==> config.mk <==
export PLATFORM = sky130hd
export DESIGN_NAME = sid_output_mixer_flat
export DESIGN_NICKNAME = d
export VERILOG_FILES = /design/src/rtl/sid_audio_pkg.sv /design/src/rtl/sid_output_mixer_if.sv /design/src/rtl/sid_pwm_dac.sv /design/src/rtl/sid_output_mixer.sv /design/src/flat_wrapper.sv
export SDC_FILE = /design/constraint.sdc
export NUM_CORES = 1
export LEC_CHECK = 0
export CAP_MARGIN = 40
export CELL_PAD_IN_SITES_DETAIL_PLACEMENT = 1
export CELL_PAD_IN_SITES_GLOBAL_PLACEMENT = 1
export CORE_MARGIN = 5
export CORE_UTILIZATION = 50
export CTS_CLUSTER_DIAMETER = 50
export DETAILED_ROUTE_END_ITERATION = 10
export PLACE_DENSITY = 0.88
export SKIP_LAST_GASP = 1
export SLEW_MARGIN = 10
export SYNTH_ARGS = -nofsm -noshare
export SYNTH_HDL_FRONTEND = slang
export SYNTH_HIERARCHICAL = 1
export SYNTH_SLANG_ARGS = --single-unit
==> constraint.sdc <==
create_clock -name clk -period 7.42 [get_ports clk]
set_input_delay 2.226 -clock clk [delete_from_list [all_inputs] [get_ports clk]]
set_output_delay 2.226 -clock clk [all_outputs]
set_load 0.05 [all_outputs]
==> src/rtl/sid_audio_pkg.sv <==
// Shared SID audio definitions: mode bits, midscale,
// mixer FSM states and the 14->8 bit saturation helper.
package sid_audio_pkg;

  localparam int MODE_LP = 0;
  localparam int MODE_BP = 1;
  localparam int MODE_HP = 2;

  localparam logic [7:0] PCM_MIDSCALE = 8'h80;

  typedef enum logic [1:0] {
    S_IDLE,
    S_SUM,
    S_MUL,
    S_OUT
  } state_e;

  function automatic logic [7:0] sat8(
    input logic signed [13:0] v
  );
    if (v > 14'sd127) begin
      return 8'h7F;
    end else if (v < -14'sd128) begin
      return 8'h80;
    end else begin
      return v[7:0];
    end
  endfunction

endpackage

==> src/rtl/sid_output_mixer_if.sv <==
// Sample-in / PCM-out bundle of the SID output mixer.
// The master drives samples; the slave is the mixer.
interface sid_output_mixer_if;

  logic              sample_valid;
  logic signed [7:0] filt_hp;
  logic signed [7:0] filt_bp;
  logic signed [7:0] filt_lp;
  logic signed [7:0] bypass_in;
  logic [2:0]        mode;
  logic [3:0]        volume;
  logic [7:0]        pcm_out;
  logic              pcm_valid;
  logic              pwm_out;
  logic              busy;
  logic              overrun;

  modport master (
    output sample_valid, filt_hp, filt_bp, filt_lp,
    output bypass_in, mode, volume,
    input  pcm_out, pcm_valid, pwm_out, busy, overrun
  );

  modport slave (
    input  sample_valid, filt_hp, filt_bp, filt_lp,
    input  bypass_in, mode, volume,
    output pcm_out, pcm_valid, pwm_out, busy, overrun
  );

endinterface

==> src/rtl/sid_pwm_dac.sv <==
// PWM DAC: free-running counter, left-aligned duty that
// reloads only at the period end, registered compare.
module sid_pwm_dac #(
  parameter int PWM_BITS = 8
) (
  input  logic       clk,
  input  logic       rst_n,
  input  logic [7:0] pcm_in,
  output logic       pwm_out
);

  localparam logic [PWM_BITS-1:0] DUTY_RST =
    PWM_BITS'(8'h80) << (PWM_BITS - 8);

  logic [PWM_BITS-1:0] cnt_q, cnt_d;
  logic [PWM_BITS-1:0] duty_q, duty_d;
  logic                pwm_q, pwm_d;

  always_comb begin
    cnt_d  = cnt_q + PWM_BITS'(1);
    duty_d = duty_q;
    if (&cnt_q) begin
      duty_d = PWM_BITS'(pcm_in) << (PWM_BITS - 8);
    end
    pwm_d = (cnt_q < duty_q);
  end

  always_ff @(posedge clk or negedge rst_n) begin
    if (!rst_n) begin
      cnt_q  <= '0;
      duty_q <= DUTY_RST;
      pwm_q  <= 1'b0;
    end else begin
      cnt_q  <= cnt_d;
      duty_q <= duty_d;
      pwm_q  <= pwm_d;
    end
  end

  assign pwm_out = pwm_q;

endmodule

==> src/rtl/sid_output_mixer.sv <==
// SID output mixer: mode-selected filter mix plus bypass,
// serial 4-bit volume multiply, offset-binary PCM and PWM.
module sid_output_mixer
  import sid_audio_pkg::*;
#(
  parameter int PWM_BITS = 8
) (
  input logic               clk,
  input logic               rst_n,
  sid_output_mixer_if.slave bus
);

  state_e            state_q, state_d;
  logic signed [7:0] hp_q, hp_d;
  logic signed [7:0] bp_q, bp_d;
  logic signed [7:0] lp_q, lp_d;
  logic signed [7:0] byp_q, byp_d;
  logic [2:0]        mode_q, mode_d;
  logic [3:0]        vol_q, vol_d;
  logic signed [9:0] sum_q, sum_d;
  logic signed [13:0] acc_q, acc_d;
  logic [1:0]        idx_q, idx_d;
  logic [7:0]        pcm_q, pcm_d;
  logic              pcm_valid_q, pcm_valid_d;
  logic              busy_q, busy_d;
  logic              overrun_q, overrun_d;

  logic signed [13:0] sum_ext;
  logic signed [13:0] res;

  assign sum_ext = {{4{sum_q[9]}}, sum_q};
  assign res     = acc_q >>> 4;

  function automatic logic signed [9:0] term(
    input logic signed [7:0] v,
    input logic              en
  );
    return en ? {{2{v[7]}}, v} : 10'sd0;
  endfunction

  always_comb begin
    state_d     = state_q;
    hp_d        = hp_q;
    bp_d        = bp_q;
    lp_d        = lp_q;
    byp_d       = byp_q;
    mode_d      = mode_q;
    vol_d       = vol_q;
    sum_d       = sum_q;
    acc_d       = acc_q;
    idx_d       = idx_q;
    pcm_d       = pcm_q;
    pcm_valid_d = 1'b0;
    busy_d      = busy_q;
    overrun_d   = overrun_q |
                  (bus.sample_valid & (state_q != S_IDLE));
    unique case (state_q)
      S_IDLE: begin
        if (bus.sample_valid) begin
          hp_d    = bus.filt_hp;
          bp_d    = bus.filt_bp;
          lp_d    = bus.filt_lp;
          byp_d   = bus.bypass_in;
          mode_d  = bus.mode;
          vol_d   = bus.volume;
          busy_d  = 1'b1;
          state_d = S_SUM;
        end
      end
      S_SUM: begin
        sum_d = term(byp_q, 1'b1)
              + term(lp_q, mode_q[MODE_LP])
              + term(bp_q, mode_q[MODE_BP])
              + term(hp_q, mode_q[MODE_HP]);
        acc_d   = '0;
        idx_d   = 2'd3;
        state_d = S_MUL;
      end
      S_MUL: begin
        if (vol_q[idx_q]) begin
          acc_d = acc_q + (sum_ext <<< idx_q);
        end
        if (idx_q == 2'd0) begin
          state_d = S_OUT;
        end else begin
          idx_d = idx_q - 2'd1;
        end
      end
      S_OUT: begin
        pcm_d       = sat8(res) ^ PCM_MIDSCALE;
        pcm_valid_d = 1'b1;
        busy_d      = 1'b0;
        state_d     = S_IDLE;
      end
      default: state_d = S_IDLE;
    endcase
  end

  always_ff @(posedge clk or negedge rst_n) begin
    if (!rst_n) begin
      state_q     <= S_IDLE;
      hp_q        <= '0;
      bp_q        <= '0;
      lp_q        <= '0;
      byp_q       <= '0;
      mode_q      <= '0;
      vol_q       <= '0;
      sum_q       <= '0;
      acc_q       <= '0;
      idx_q       <= '0;
      pcm_q       <= PCM_MIDSCALE;
      pcm_valid_q <= 1'b0;
      busy_q      <= 1'b0;
      overrun_q   <= 1'b0;
    end else begin
      state_q     <= state_d;
      hp_q        <= hp_d;
      bp_q        <= bp_d;
      lp_q        <= lp_d;
      byp_q       <= byp_d;
      mode_q      <= mode_d;
      vol_q       <= vol_d;
      sum_q       <= sum_d;
      acc_q       <= acc_d;
      idx_q       <= idx_d;
      pcm_q       <= pcm_d;
      pcm_valid_q <= pcm_valid_d;
      busy_q      <= busy_d;
      overrun_q   <= overrun_d;
    end
  end

  sid_pwm_dac #(
    .PWM_BITS (PWM_BITS)
  ) u_pwm (
    .clk     (clk),
    .rst_n   (rst_n),
    .pcm_in  (pcm_q),
    .pwm_out (bus.pwm_out)
  );

  assign bus.pcm_out   = pcm_q;
  assign bus.pcm_valid = pcm_valid_q;
  assign bus.busy      = busy_q;
  assign bus.overrun   = overrun_q;

endmodule

==> src/flat_wrapper.sv <==
// flat-port wrapper written by rule: the top's interface ports become plain ports
module sid_output_mixer_flat import sid_audio_pkg::*;
#(
  parameter int PWM_BITS = 8
)
  (clk, rst_n, bus_sample_valid, bus_filt_hp, bus_filt_bp, bus_filt_lp, bus_bypass_in, bus_mode, bus_volume, bus_pcm_out, bus_pcm_valid, bus_pwm_out, bus_busy, bus_overrun);
  sid_output_mixer_if bus_i ();
  input logic clk;
  input logic rst_n;
  input wire logic [$bits(bus_i.sample_valid)-1:0] bus_sample_valid;
  input wire logic [$bits(bus_i.filt_hp)-1:0] bus_filt_hp;
  input wire logic [$bits(bus_i.filt_bp)-1:0] bus_filt_bp;
  input wire logic [$bits(bus_i.filt_lp)-1:0] bus_filt_lp;
  input wire logic [$bits(bus_i.bypass_in)-1:0] bus_bypass_in;
  input wire logic [$bits(bus_i.mode)-1:0] bus_mode;
  input wire logic [$bits(bus_i.volume)-1:0] bus_volume;
  output wire logic [$bits(bus_i.pcm_out)-1:0] bus_pcm_out;
  output wire logic [$bits(bus_i.pcm_valid)-1:0] bus_pcm_valid;
  output wire logic [$bits(bus_i.pwm_out)-1:0] bus_pwm_out;
  output wire logic [$bits(bus_i.busy)-1:0] bus_busy;
  output wire logic [$bits(bus_i.overrun)-1:0] bus_overrun;
  assign bus_i.sample_valid = bus_sample_valid;
  assign bus_i.filt_hp = bus_filt_hp;
  assign bus_i.filt_bp = bus_filt_bp;
  assign bus_i.filt_lp = bus_filt_lp;
  assign bus_i.bypass_in = bus_bypass_in;
  assign bus_i.mode = bus_mode;
  assign bus_i.volume = bus_volume;
  assign bus_pcm_out = bus_i.pcm_out;
  assign bus_pcm_valid = bus_i.pcm_valid;
  assign bus_pwm_out = bus_i.pwm_out;
  assign bus_busy = bus_i.busy;
  assign bus_overrun = bus_i.overrun;
  sid_output_mixer #(.PWM_BITS(PWM_BITS)) u_core (.clk(clk), .rst_n(rst_n), .bus(bus_i));
endmodule
# Word level (Yosys, flattened, before mapping)
# Cells that the tools add are included.
op_classes:
  add_sub_neg: 6
  magnitude_cmp: 4
  n_eq_ne: 7
  n_shift: 1
  mux: 18
  n_bitwise: 3
  n_reduce_logical: 11
ops:
  columns: ["op", "n"]
  rows:
  - ["10-bit 2-to-1 mux", 3]
  - ["14-bit case mux with 2 select lines", 1]
  - ["8-bit 2-to-1 mux", 3]
  - ["10-bit adder", 2]
  - ["14-bit adder", 1]
  - ["14-bit 2-to-1 mux", 1]
  - ["10-bit by 2-bit <<< shifter with 14-bit output", 1]
  - ["8-bit by 10-bit adder with 10-bit output", 1]
  - ["10-bit by 8-bit greater-than comparator with 1-bit output, second input constant", 1]
  - ["10-bit by 8-bit < comparator with 1-bit output, second input constant", 1]
  - ["2-bit AND reduction", 5]
  - ["8-bit by 1-bit adder with 8-bit output, second input constant", 1]
  - ["8-bit < comparator", 1]
  - ["2-bit case mux with 4 select lines", 1]
  - ["8-bit AND reduction", 1]
  - ["2-bit 2-to-1 mux", 3]
  - ["2-bit nonzero test", 3]
  - ["2-bit == test, second input constant", 2]
  - ["2-bit logical NOT", 2]
  - ["2-bit by 1-bit inequality test with 1-bit output, second input constant", 2]
  - ["2-bit inequality test, second input constant", 2]
  - ["2-bit case mux with 2 select lines", 1]
  - ["2-bit by 3-bit < comparator with 1-bit output, second input constant", 1]
  - ["1-bit 2-to-1 mux", 3]
  - ["other kinds (7)", 7]
totals:
  reg_bits: 95
  input_bits: 42
  out_inout_bits: 12
  wordCells: 67

# Logic depth before layout (Yosys ltp)
# Gate-level depths: netlist (run 1).
logic_depth:
  depth_word: 5
  ltp_mapped: 15

# Cells and area by module
# The synthesis (run 1) kept the hierarchy.
modules_own_cells:
  columns: ["mod", "n_inst", "cells_each", "area_each_um2", "seq_area_each_um2"]
  rows:
  - ["sid_output_mixer", 1, 472, 4926.0, 1953.1]
  - ["sid_pwm_dac", 1, 70, 819.5, 426.7]

# Worst setup path before layout (run 1)
# No wires, ideal clock.
synth_timing:
  path_type: "input port to flip-flop"
  from: "input bus_sample_valid"
  to: "register u_core.bp_q[7]"
  setup_time_ns: 0.125
  arrival_time_ns: 3.366
  required_ns: 7.295
  slack_ns: 3.929
  stages: 4
  n_path_buf: 2
  path_cell_list: "nand2_1 -> clkbuf_1 -> buf_1 -> mux2_2"
synth_between:
  elab_chain_cells: 1
synth_rtl:
  columns: ["element", "line_no", "source"]
  rows:
  - ["from (decl)", "flat_wrapper.sv:10", "input wire logic [$bits(bus_i.sample_valid)-1:0] bus_sample_valid;"]
  - ["2-bit AND reduction (no source line)", null, null]
  - ["to (signal assigned)", "sid_output_mixer.sv:118", "bp_q <= bp_d;"]
  - ["to (decl)", "sid_output_mixer.sv:15", "logic signed [7:0] bp_q, bp_d;"]
# Every way passes these cells.
# A chain may end at the register's enable or synchronous reset.

# Worst setup path after layout (run 1)
layout_timing:
  from: "register u_core.pcm_q[7], in the netlist u_core/bus.pcm_out[7]"
  to: "output bus_pcm_out[7]"
layout_lines:
  columns: ["element", "line_no", "source"]
  rows:
  - ["from (decl)", "sid_output_mixer.sv:23", "logic [7:0] pcm_q, pcm_d;"]
  - ["from (signal assigned)", "sid_output_mixer.sv:126", "pcm_q <= pcm_d;"]
  - ["to (decl)", "flat_wrapper.sv:17", "output wire logic [$bits(bus_i.pcm_out)-1:0] bus_pcm_out;"]
# No word-level cell between the ends.

==> impl_metrics.py, run 1 <==
metrics = {
    "cts": {
        "root_buffer": "clkbuf_16",
        "cts_buffer_depth": 2,
        "cts_sinks": 95,
        "cts_buffers": 9,
        "cts_tree": "yes",
        "clk_pin_slew_ns": 0.07,
        "htree_num_levels": 3,
        "post-cts-setup-buffer-count": 0,
        "clk_latency_ns": 0.35,
        "cts_resized": 0,
        "holdBufCountCts": 0,
    },
    "sta": {
        "tns_ns": 0,
        "finClkSkew_ns": 0.00728,
        "period_share": 0.526,
        "max_freq_mhz": 256,
        "finalHoldViolations": 0,
        "max_slew_margin": 0.484,
        "worst_slew_pin_slew_ns": 0.774,
        "rsz0062_at_grt": "no",
        "finalCriticalPeriod_ns": 3.90,
        "setup-violations-final": 0,
        "slew_violations": 0,
    },
    "die": {
        "core_area_sq_mm": 0.0113,
        "die-area_sq_mm": 0.0137,
        "dieHeight_um": 117,
        "rows": 39,
        "die_x_um": 117,
        "pin_count": 54,
        "start_util": 0.508,
    },
    "detailed_routing": {
        "drt_iter0_drc": 199,
        "drc": 0,
        "wl_um": 14700,
        "drtAntennaViolNets": 0,
        "wl_per_cell_um": 20.0,
        "drt_pre_antenna_iters": 4,
        "num_vias": 4253,
        "detail_route.vias_per_cell": 5.76,
    },
    "grt": {
        "grt_pass1_wl_um": 24600,
        "grt_use_total": 0.233,
        "grt_start_max_net_pins": 60,
        "grt.overflow.total": 0,
        "grt_pass1_vias": 4835,
        "antenna_found_initial": 0,
    },
    "worst_setup_path": {
        "crit_start": "u_core/bus.pcm_out[7]",
        "cpMaxStageDelayCell": "clkdlybuf4s50_1",
        "cp.arrival_ns": 1.68,
        "cpLargestDelayFamily": "buffers and inverters",
        "critical_path_class": "register to output port",
        "cp_data_required_time_ns": 5.19,
        "startpoint_type": "register",
        "crit_path_max_incr_delay_ns": 0.80,
        "crit_buf_inv": 1,
        "cp-end-kind": "output port",
        "timing.rr.start": "u_core/mode_q[0]",
        "path_cells": "clkdlybuf4s50_1",
        "cp_max_fo": 3,
    },
    "synth": {
        "synth_top_family_by_area": "multiplexers",
        "synth_edf_count": 0,
        "synth_top_area_cell": "dfrtp_1",
        "synthesis.nets": 637,
        "yosys.area_share.xor_xnor": 0.0305,
        "synth_area_sq_mm": 0.00575,
        "synth_warnings": 6,
        "async_flop_share": 1.00,
        "synth_top_area_frac": 0.405,
        "synthMuxAreaShare": 0.150,
        "ys_seq_area_frac": 0.414,
        "ys_top_cells_by_area": "dfrtp_1 (41%), mux2_2 (11%), ha_1 (7.6%), fa_1 (6.3%), inv_1 (3.5%)",
        "ys_seq_elements": 95,
        "syn_inst": 542,
        "synth_ff_type": "dfrtp_1",
        "ys_types": 51,
        "avgSynthCellArea_sq_um": 10.6,
        "synth-simple-area-share": 0.104,
        "synth_compound_area_frac": 0.112,
        "synthAdderAreaFrac": 0.139,
    },
    "flow_run": {
        "drv_cap": 0,
    },
    "worst_hold_path": {
        "min-delay-start": "u_core/bus.overrun",
        "min_path_type": "register to register",
    },
    "layout": {
        "drive_gt1_frac": 0.146,
        "n_antenna_cell": 0,
        "final_nets": 685,
        "area.growth.synth_to_final_pct": 16.1,
    },
    "place": {
        "port_buffers": 53,
        "dp_hpwl_um": 10600,
        "gp_congestion": 0.881,
    },
    "run_status": {
        "status": "complete, no violations",
    },
}
placed cells by master, fill, tap and decap left out, drive strengths merged, types with 9 or more instances in the layout:
| master | netlist | layout |
|---|---|---|
| nor2 | 17 | 17 |
| clkbuf | 14 | 10 |
| mux2 | 56 | 56 |
| nor2b | 9 | 9 |
| dfrtp | 93 | 93 |
| fa | 18 | 18 |
| nand2 | 52 | 52 |
| xnor2 | 12 | 12 |
| mux2i | 11 | 11 |
| o21ai | 33 | 33 |
| a21oi | 29 | 29 |
| o211ai | 10 | 10 |
| inv | 54 | 55 |
| clkdlybuf4s50 | 0 | 52 |
| ha | 35 | 35 |
state kept, by name, summed over array words and instances, names as in the netlist:
register and count:
u_core/byp_q 8, u_core/bus.pcm_out 8, u_core/acc_q 14, u_core/u_pwm/pwm_out 1, u_core/bus.pcm_valid 1, u_core/mode_q 3, u_core/sum_q 10, u_core/state_q 2
u_core/u_pwm/cnt_q 8, u_core/lp_q 8, u_core/bus.busy 1, u_core/bp_q 8, u_core/bus.overrun 1, u_core/u_pwm/duty_q 8, u_core/vol_q 4, u_core/idx_q 2
u_core/hp_q 8
final timing paths:
path,to,slack [ns],cells after the start
worst max-delay path,bus_pcm_out[7],3.52,1
worst min-delay path,u_core/bus.overrun,0.48,1
worst max register to register,u_core/sum_q[7],3.71,14
worst min register to register,u_core/bus.overrun,0.48,1
max in group asynchronous,u_core/idx_q[1],4.41,2
min in group asynchronous,u_core/u_pwm/cnt_q[6],1.85,1
synthesized netlist by cell type (7+ instances only):
cell / number
o21ai_1: 8
fa_1: 18
nor2b_1: 9
inv_1: 54
a21o_1: 7
xor2_1: 8
o21ai_0: 25
o211ai_1: 10
nand2_1: 52
a21oi_1: 29
and3_1: 7
mux2_2: 55
dfrtp_1: 93
nand3_1: 8
mux2i_1: 10
nor2_1: 17
xnor2_1: 12
clkbuf_1: 14
ha_1: 35
per-layer routing:
layer  vias up  part of all wire  routed length, um  track usage
met5         -                 0                  0            0
met4         0             0.030                448       0.0879
met3        35             0.031                451       0.0344
met2        88              0.55               8160        0.443
met1      2159              0.38               5670        0.260
li1       1971                 -                  -            -
metrics by stage:
stage / std cells / util / worst slack, ns / hold slack, ns / instance area [sq um]
6_report: 738 / 0.589 / 3.52 / 0.479 / 6670
4_1_cts: 738 / 0.589 / 3.50 / 0.485 / 6670
3_3_place_gp: 722 / 0.565 / 3.77 / 0.462 / 6390
5_1_grt: 738 / 0.589 / 3.46 / 0.508 / 6670
2_1_floorplan: 542 / - / 3.93 / 0.463 / 5750
3_5_place_dp: 722 / 0.565 / 3.66 / 0.470 / 6390
final cells by class:
cell class / count / area, sq um
flip-flops and latches: 95 / 2380
clock buffers: 10 / 229
well taps: 143 / 179
clock inverters: 6 / 45.0
multi-input cells: 373 / 3080
fillers: 1205 / 4650
repair buffers: 56 / 551
inverters: 55 / 206
kinds of logic (layout without fill, tap and decap cells):
family / count (synthesis) / count (layout)
mux: 72 / 72
flops: 95 / 95
buf+inv: 74 / 127
xor+xnor: 20 / 20
simple gates: 122 / 122
compound gates: 106 / 106
fa+ha+maj: 53 / 53
Power of run 1 is not shown: default switching activity piles up to over one toggle a cycle in this logic, so the estimate is an artifact.
==> run 2: changes to the inputs <==
--- a/config.mk
+++ b/config.mk
@@ -9,10 +9,10 @@
 export CELL_PAD_IN_SITES_DETAIL_PLACEMENT = 1
 export CELL_PAD_IN_SITES_GLOBAL_PLACEMENT = 1
 export CORE_MARGIN = 5
-export CORE_UTILIZATION = 50
+export CORE_UTILIZATION = 46
 export CTS_CLUSTER_DIAMETER = 50
 export DETAILED_ROUTE_END_ITERATION = 10
-export PLACE_DENSITY = 0.88
+export PLACE_DENSITY = 0.82
 export SKIP_LAST_GASP = 1
 export SLEW_MARGIN = 10
 export SYNTH_ARGS = -nofsm -noshare
==> constraint.sdc (replaced) <==
create_clock -name clk -period 3.7 [get_ports clk]
set_input_delay 1.11 -clock clk [delete_from_list [all_inputs] [get_ports clk]]
set_output_delay 1.11 -clock clk [all_outputs]
set_load 0.05 [all_outputs]
==> impl_metrics.py, run 2 (synthesis results as in run 1) <==
metrics = {
    "die": {
        "rows": 40,
        "core_area_sq_mm": 0.0121,
        "dieHeight_um": 122,
        "pin_count": 54,
        "die-area_sq_mm": 0.0148,
        "start_util": 0.474,
        "die_x_um": 122,
    },
    "grt": {
        "grt_pass1_vias": 4671,
        "grt_use_total": 0.192,
        "antenna_found_initial": 0,
        "grt_start_max_net_pins": 52,
        "grt.overflow.total": 0,
        "grt_pass1_wl_um": 22700,
    },
    "sta": {
        "period_share": 0.917,
        "setup-violations-final": 0,
        "finalHoldViolations": 0,
        "finalCriticalPeriod_ns": 3.39,
        "finClkSkew_ns": 0.00902,
        "worst_slew_pin_slew_ns": 0.667,
        "max_slew_margin": 0.555,
        "max_freq_mhz": 295,
        "slew_violations": 0,
        "rsz0062_at_grt": "no",
        "tns_ns": 0,
    },
    "place": {
        "placed_area_sq_mm": 0.00646,
        "dp_hpwl_um": 9850,
        "port_buffers": 53,
        "dpl.cell_count": 751,
        "gp_congestion": 0.844,
    },
    "worst_setup_path": {
        "startpoint_type": "register",
        "cp_data_required_time_ns": 3.93,
        "cp-end-kind": "register",
        "critical_path_class": "register to register",
        "cp_max_fo": 2,
        "rrSetupSlack_ns": 0.31,
        "cp.arrival_ns": 3.62,
    },
    "cts": {
        "root_buffer": "clkbuf_16",
        "clk_pin_slew_ns": 0.07,
        "clk_latency_ns": 0.35,
        "htree_num_levels": 3,
        "holdBufCountCts": 0,
        "cts_buffers": 9,
        "cts_tree": "yes",
        "cts_buffer_depth": 2,
        "cts_sinks": 95,
    },
    "layout": {
        "registers.top_by_ff_count": "u_core/acc_q",
        "fin_area_sq_mm": 0.00676,
        "final_nets": 692,
        "area.growth.synth_to_final_pct": 17.6,
        "n_antenna_cell": 0,
        "final_common_cell": "dfrtp_1",
        "drive_gt1_frac": 0.156,
        "largest_register_ffs": 14,
        "instances_no_fill": 770,
        "mostFrequentLayoutCells": "dfrtp_1 (92), mux2_2 (55), inv_1 (54)",
        "reg.largest.list": "u_core/acc_q x14, u_core/sum_q x10",
    },
    "flow_run": {
        "drv_cap": 0,
    },
    "detailed_routing": {
        "drc": 0,
        "drt_pre_antenna_iters": 4,
        "num_vias": 4141,
        "wl_um": 13100,
        "drtAntennaViolNets": 0,
        "detail_route.vias_per_cell": 5.38,
        "drt_iter0_drc": 117,
        "wl_per_cell_um": 17.0,
    },
    "run_status": {
        "status": "complete, no violations",
    },
    "worst_hold_path": {
        "min_path_type": "register to register",
    },
}
run 2: cell count changes in the layout (fill, tap and decap cells not counted):
cell	before	now
buf_4	4	11
clkbuf_1	1	2
clkbuf_8	0	1
clkinv_4	1	0
clkinvlp_4	3	2
dfrtp_1	93	92
dfrtp_2	0	1
run 2: per-stage QoR:
stage / utilization / worst slack [ns] / hold slack, ns
2_1_floorplan: - / 0.349 / 0.463
6_report: 0.558 / 0.306 / 0.478
5_1_grt: 0.558 / 0.0704 / 0.510
3_5_place_dp: 0.533 / 0.136 / 0.469
3_3_place_gp: 0.533 / 0.270 / 0.463
4_1_cts: 0.556 / 0.115 / 0.484
run 2: worst paths after layout:
path / startpoint / end / cells past startpoint
setup / recovery: u_core/lp_q[1] / u_core/sum_q[7] / 14
hold / removal: u_core/bus.overrun / u_core/bus.overrun / 1
setup reg to reg: u_core/lp_q[1] / u_core/sum_q[7] / 14
hold reg to reg: u_core/bus.overrun / u_core/bus.overrun / 1
max in group asynchronous: rst_n / u_core/mode_q[1] / 2
min in group asynchronous: rst_n / u_core/bp_q[7] / 1
run 2: per-layer routing:
layer	GRT usage	share of wire
met2	0.347	0.53
met1	0.233	0.43
met3	0.0357	0.029
met4	0.0560	0.011
met5	0	0
run 2: layout make-up:
cell class                      count  area, sq um
Inverter                           55          206
Fill cell                        1345         5360
Tap cell                          168          210
Clock buffer                       12          246
Sequential cell                    95         2380
Multi-Input combinational cell    373         3080
Timing Repair Buffer               63          603
Clock inverter                      4         28.8
run 2: worst max-delay path, stage by stage, from the launching register on:
cell and delay, ns:
dfrtp_1 0.37, nand2_1 0.08, fa_1 0.51, inv_1 0.06
fa_1 0.54, ha_1 0.16, inv_1 0.06, fa_1 0.39
nor2b_1 0.14, o21ai_0 0.11, a21oi_1 0.21, o21ai_1 0.12
nor2b_1 0.16, xnor2_1 0.12, mux2_2 0.26
run 2: what timing repair did:
item | in CTS | in global routing
gates resized for setup | 0 | 1
setup endpoints to repair | 0 | 2
setup buffers | 0 | 3
hold endpoints to repair | 0 | 0
Power of run 2 is left out for the same reason.
==> run 3: changes to the inputs <==
--- a/config.mk
+++ b/config.mk
@@ -5,14 +5,15 @@
 export SDC_FILE = /design/constraint.sdc
 export NUM_CORES = 1
 export LEC_CHECK = 0
+export ABC_AREA = 1
 export CAP_MARGIN = 40
 export CELL_PAD_IN_SITES_DETAIL_PLACEMENT = 1
 export CELL_PAD_IN_SITES_GLOBAL_PLACEMENT = 1
 export CORE_MARGIN = 5
-export CORE_UTILIZATION = 46
+export CORE_UTILIZATION = 39
 export CTS_CLUSTER_DIAMETER = 50
 export DETAILED_ROUTE_END_ITERATION = 10
-export PLACE_DENSITY = 0.82
+export PLACE_DENSITY = 0.79
 export SKIP_LAST_GASP = 1
 export SLEW_MARGIN = 10
 export SYNTH_ARGS = -nofsm -noshare
==> constraint.sdc (replaced) <==
create_clock -name clk -period 3.1 [get_ports clk]
set_input_delay 0.93 -clock clk [delete_from_list [all_inputs] [get_ports clk]]
set_output_delay 0.93 -clock clk [all_outputs]
set_load 0.05 [all_outputs]
==> impl_metrics.py, run 3 <==
metrics = {
    "run_status": {
        "status": "complete, no violations",
    },
    "worst_hold_path": {
        "min_path_type": "register to register",
        "whs_path_depth": 1,
        "min-delay-start": "u_core/bus.overrun",
        "min_to": "u_core/bus.overrun",
    },
    "cts": {
        "holdBufCountCts": 0,
        "cts_buffer_depth": 2,
        "clk_latency_ns": 0.35,
        "cts_sinks": 95,
        "post-cts-setup-buffer-count": 0,
        "htree_num_levels": 3,
        "cts_buffers": 9,
        "cts_tree": "yes",
        "clk_pin_slew_ns": 0.06,
        "root_buffer": "clkbuf_16",
        "cts_resized": 0,
    },
    "worst_setup_path": {
        "startpoint_type": "register",
        "cp-end-kind": "register",
        "path_cells": "nand2_1 -> fa_1 -> inv_1 -> fa_1 -> ha_1 -> inv_1 -> fa_1 -> inv_1 -> nand3_1 -> nand2_2 -> nand4_1 -> nand2_1 -> nand2_1 -> nand3_1 -> nand2_1",
        "cp.arrival_ns": 3.10,
        "timing.rr.start": "u_core/mode_q[0]",
        "cpLargestDelayFamily": "adder cells",
        "cpMaxStageDelayCell": "fa_1",
        "cp_max_fo": 3,
        "crit_buf_inv": 3,
        "cp_data_required_time_ns": 3.34,
        "critical_path_class": "register to register",
        "ff2ff_path_depth": 15,
        "worstReg2RegEnd": "u_core/sum_q[9]",
        "rrSetupSlack_ns": 0.24,
        "crit_path_max_incr_delay_ns": 0.54,
        "timing.critical_path.mode_cell": "nand2_1",
    },
    "die": {
        "rows": 44,
        "die_x_um": 132,
        "core_area_sq_mm": 0.0146,
        "pin_count": 54,
        "die-area_sq_mm": 0.0175,
        "dieHeight_um": 132,
        "start_util": 0.400,
    },
    "sta": {
        "rsz0062_at_grt": "no",
        "setup-violations-final": 0,
        "slew_violations": 0,
        "tns_ns": 0,
        "max_freq_mhz": 350,
        "finalHoldViolations": 0,
        "period_share": 0.923,
        "worst_slew_pin_slew_ns": 0.599,
        "finalCriticalPeriod_ns": 2.86,
        "whs_ns": 0.465,
        "finClkSkew_ns": 0.00754,
        "max_slew_margin": 0.601,
    },
    "layout": {
        "drive_gt1_frac": 0.0593,
        "largest_register_ffs": 14,
        "mostFrequentLayoutCells": "nand2_1 (273), inv_1 (105), dfrtp_1 (93)",
        "registers.top_by_ff_count": "u_core/acc_q",
        "fin_area_sq_mm": 0.00684,
        "area.growth.synth_to_final_pct": 17.3,
        "final_nets": 883,
        "instances_no_fill": 977,
        "n_antenna_cell": 0,
        "final_common_cell": "nand2_1",
        "reg.largest.list": "u_core/acc_q x14, u_core/sum_q x10",
        "fill_cells": 1805,
    },
    "grt": {
        "grt_pass1_wl_um": 25200,
        "grt_use_total": 0.173,
        "grt_pass1_vias": 5342,
        "grt_start_max_net_pins": 72,
        "grt.overflow.total": 0,
        "antenna_found_initial": 0,
    },
    "synth": {
        "synth_top_area_frac": 0.399,
        "synth_edf_count": 0,
        "synth_common_cells": "nand2_1 (274), inv_1 (105), dfrtp_1 (93)",
        "synth_top_area_cell": "dfrtp_1",
        "synth_area_sq_mm": 0.00583,
        "syn_inst": 738,
        "ys_seq_area_frac": 0.408,
        "avgSynthCellArea_sq_um": 7.90,
        "ys_top_cells_by_area": "dfrtp_1 (40%), nand2_1 (18%), ha_1 (7.5%), inv_1 (6.8%), fa_1 (6.2%)",
        "ys_seq_elements": 95,
        "ys_types": 38,
        "yosysMostFrequentCell": "nand2_1",
        "async_flop_share": 1.00,
        "synthesis.nets": 833,
        "synth_warnings": 6,
        "synth_ff_type": "dfrtp_1",
    },
    "place": {
        "dp_hpwl_um": 11200,
        "gp_congestion": 0.872,
        "port_buffers": 53,
        "placed_area_sq_mm": 0.00655,
        "dpl.cell_count": 961,
    },
    "detailed_routing": {
        "wl_per_cell_um": 14.5,
        "drt_iter0_drc": 174,
        "wl_um": 14200,
        "drtAntennaViolNets": 0,
        "drt_pre_antenna_iters": 4,
        "num_vias": 4798,
        "drc": 0,
        "detail_route.vias_per_cell": 4.91,
    },
    "power_and_ir_drop": {
        "p_comb_frac": 0.583,
        "internal_power_w": 0.00399,
        "switchingPower_w": 0.00367,
        "p_per_area_mw_per_mm2": 1120,
        "clock_power_share": 0.144,
        "p_sw_frac": 0.480,
        "power_frac_seq": 0.273,
        "ir_drop_v": 0.000472,
        "p_leak_nw": 3.55,
    },
    "flow_run": {
        "drv_cap": 0,
    },
}
[run 3: cell types whose count changed after synthesis, moves of 9 or more]
cell / previous run / this run
mux2_2: 55 / 0
o21ai_0: 25 / 50
nor2b_1: 9 / 0
nor2_1: 17 / 32
o211ai_1: 10 / 0
o21ai_2: 0 / 9
nand3_1: 8 / 27
inv_1: 54 / 105
nand2_1: 52 / 274
[run 3: per-layer routing]
| metal | part of all wire | up-vias | GRT usage | wire length (um) |
|---|---|---|---|---|
| met1 | 0.45 | 2324 | 0.218 | 6380 |
| met3 | 0.036 | 18 | 0.0427 | 506 |
| met5 | 0 | - | 0 | 0 |
| met4 | 0.015 | 0 | 0.0464 | 213 |
| li1 | - | 2386 | - | - |
| met2 | 0.50 | 70 | 0.298 | 7080 |
[run 3: worst max path at each step]
stage	cells after the start	to	from
detailed placement	11	u_core/sum_q[8]	u_core/mode_q[0]
global route	15	u_core/sum_q[7]	u_core/mode_q[1]
floorplan	16	u_core/sum_q[9]	u_core/mode_q[0]
global placement	15	u_core/sum_q[9]	u_core/mode_q[0]
finish	15	u_core/sum_q[9]	u_core/mode_q[0]
CTS	11	u_core/sum_q[8]	u_core/mode_q[0]
[run 3: power by group through the flow]
stage / Combinational, W / Clock (W) / Sequential (W)
finish: 0.00447 / 0.00110 / 0.00209
global route: 0.00522 / 0.00119 / 0.00215
CTS: 0.00454 / 0.00113 / 0.00209
detailed placement: 0.00450 / 0 / 0.00211
global placement: 0.00424 / 0 / 0.00208
floorplan: 0.00326 / 0 / 0.00213
[run 3: cell type report]
type | count | area, sq um | area share
Clock buffer | 14 | 284 | 0.0415
Clock inverter | 2 | 12.5 | 0.00183
Inverter | 109 | 412 | 0.0601
Multi-Input combinational cell | 515 | 2940 | 0.429
Sequential cell | 95 | 2380 | 0.348
Tap cell | 184 | 230 | 0.0336
Timing Repair Buffer | 58 | 591 | 0.0863
[run 3: kinds of logic (layout without fill, tap and decap cells)]
| kind of cell | after synthesis | count (layout) | synth area share |
|---|---|---|---|
| xor gates and xnor gates | 14 | 14 | 0.0210 |
| and+or+nand+nor | 352 | 352 | 0.247 |
| adders and majority gates | 53 | 53 | 0.137 |
| muxes | 7 | 7 | 0.0120 |
| DFF | 95 | 95 | 0.408 |
| buffers and inverters | 128 | 183 | 0.0892 |
| AOI/OAI and AO/OA | 89 | 89 | 0.0856 |
[run 3: stage by stage]
step	setup slack (ns)	utilization	total power [W]
6_report	0.240	0.469	0.00766
5_1_grt	0.00746	0.469	0.00856
4_1_cts	0.158	0.469	0.00777
3_5_place_dp	0.157	0.449	0.00660
3_3_place_gp	0.273	0.449	0.00633
2_1_floorplan	0.175	-	0.00540
[run 3: worst reg2reg max path, stage by stage (launching register included)]
cell and delay, ns:
dfrtp_1 0.37, nand2_1 0.08, fa_1 0.51, inv_1 0.06, fa_1 0.54, ha_1 0.16, inv_1 0.06, fa_1 0.36
inv_1 0.09, nand3_1 0.08, nand2_2 0.10, nand4_1 0.11, nand2_1 0.08, nand2_1 0.05, nand3_1 0.06, nand2_1 0.06
No activity file was read; power rests on OpenSTA's default activity.
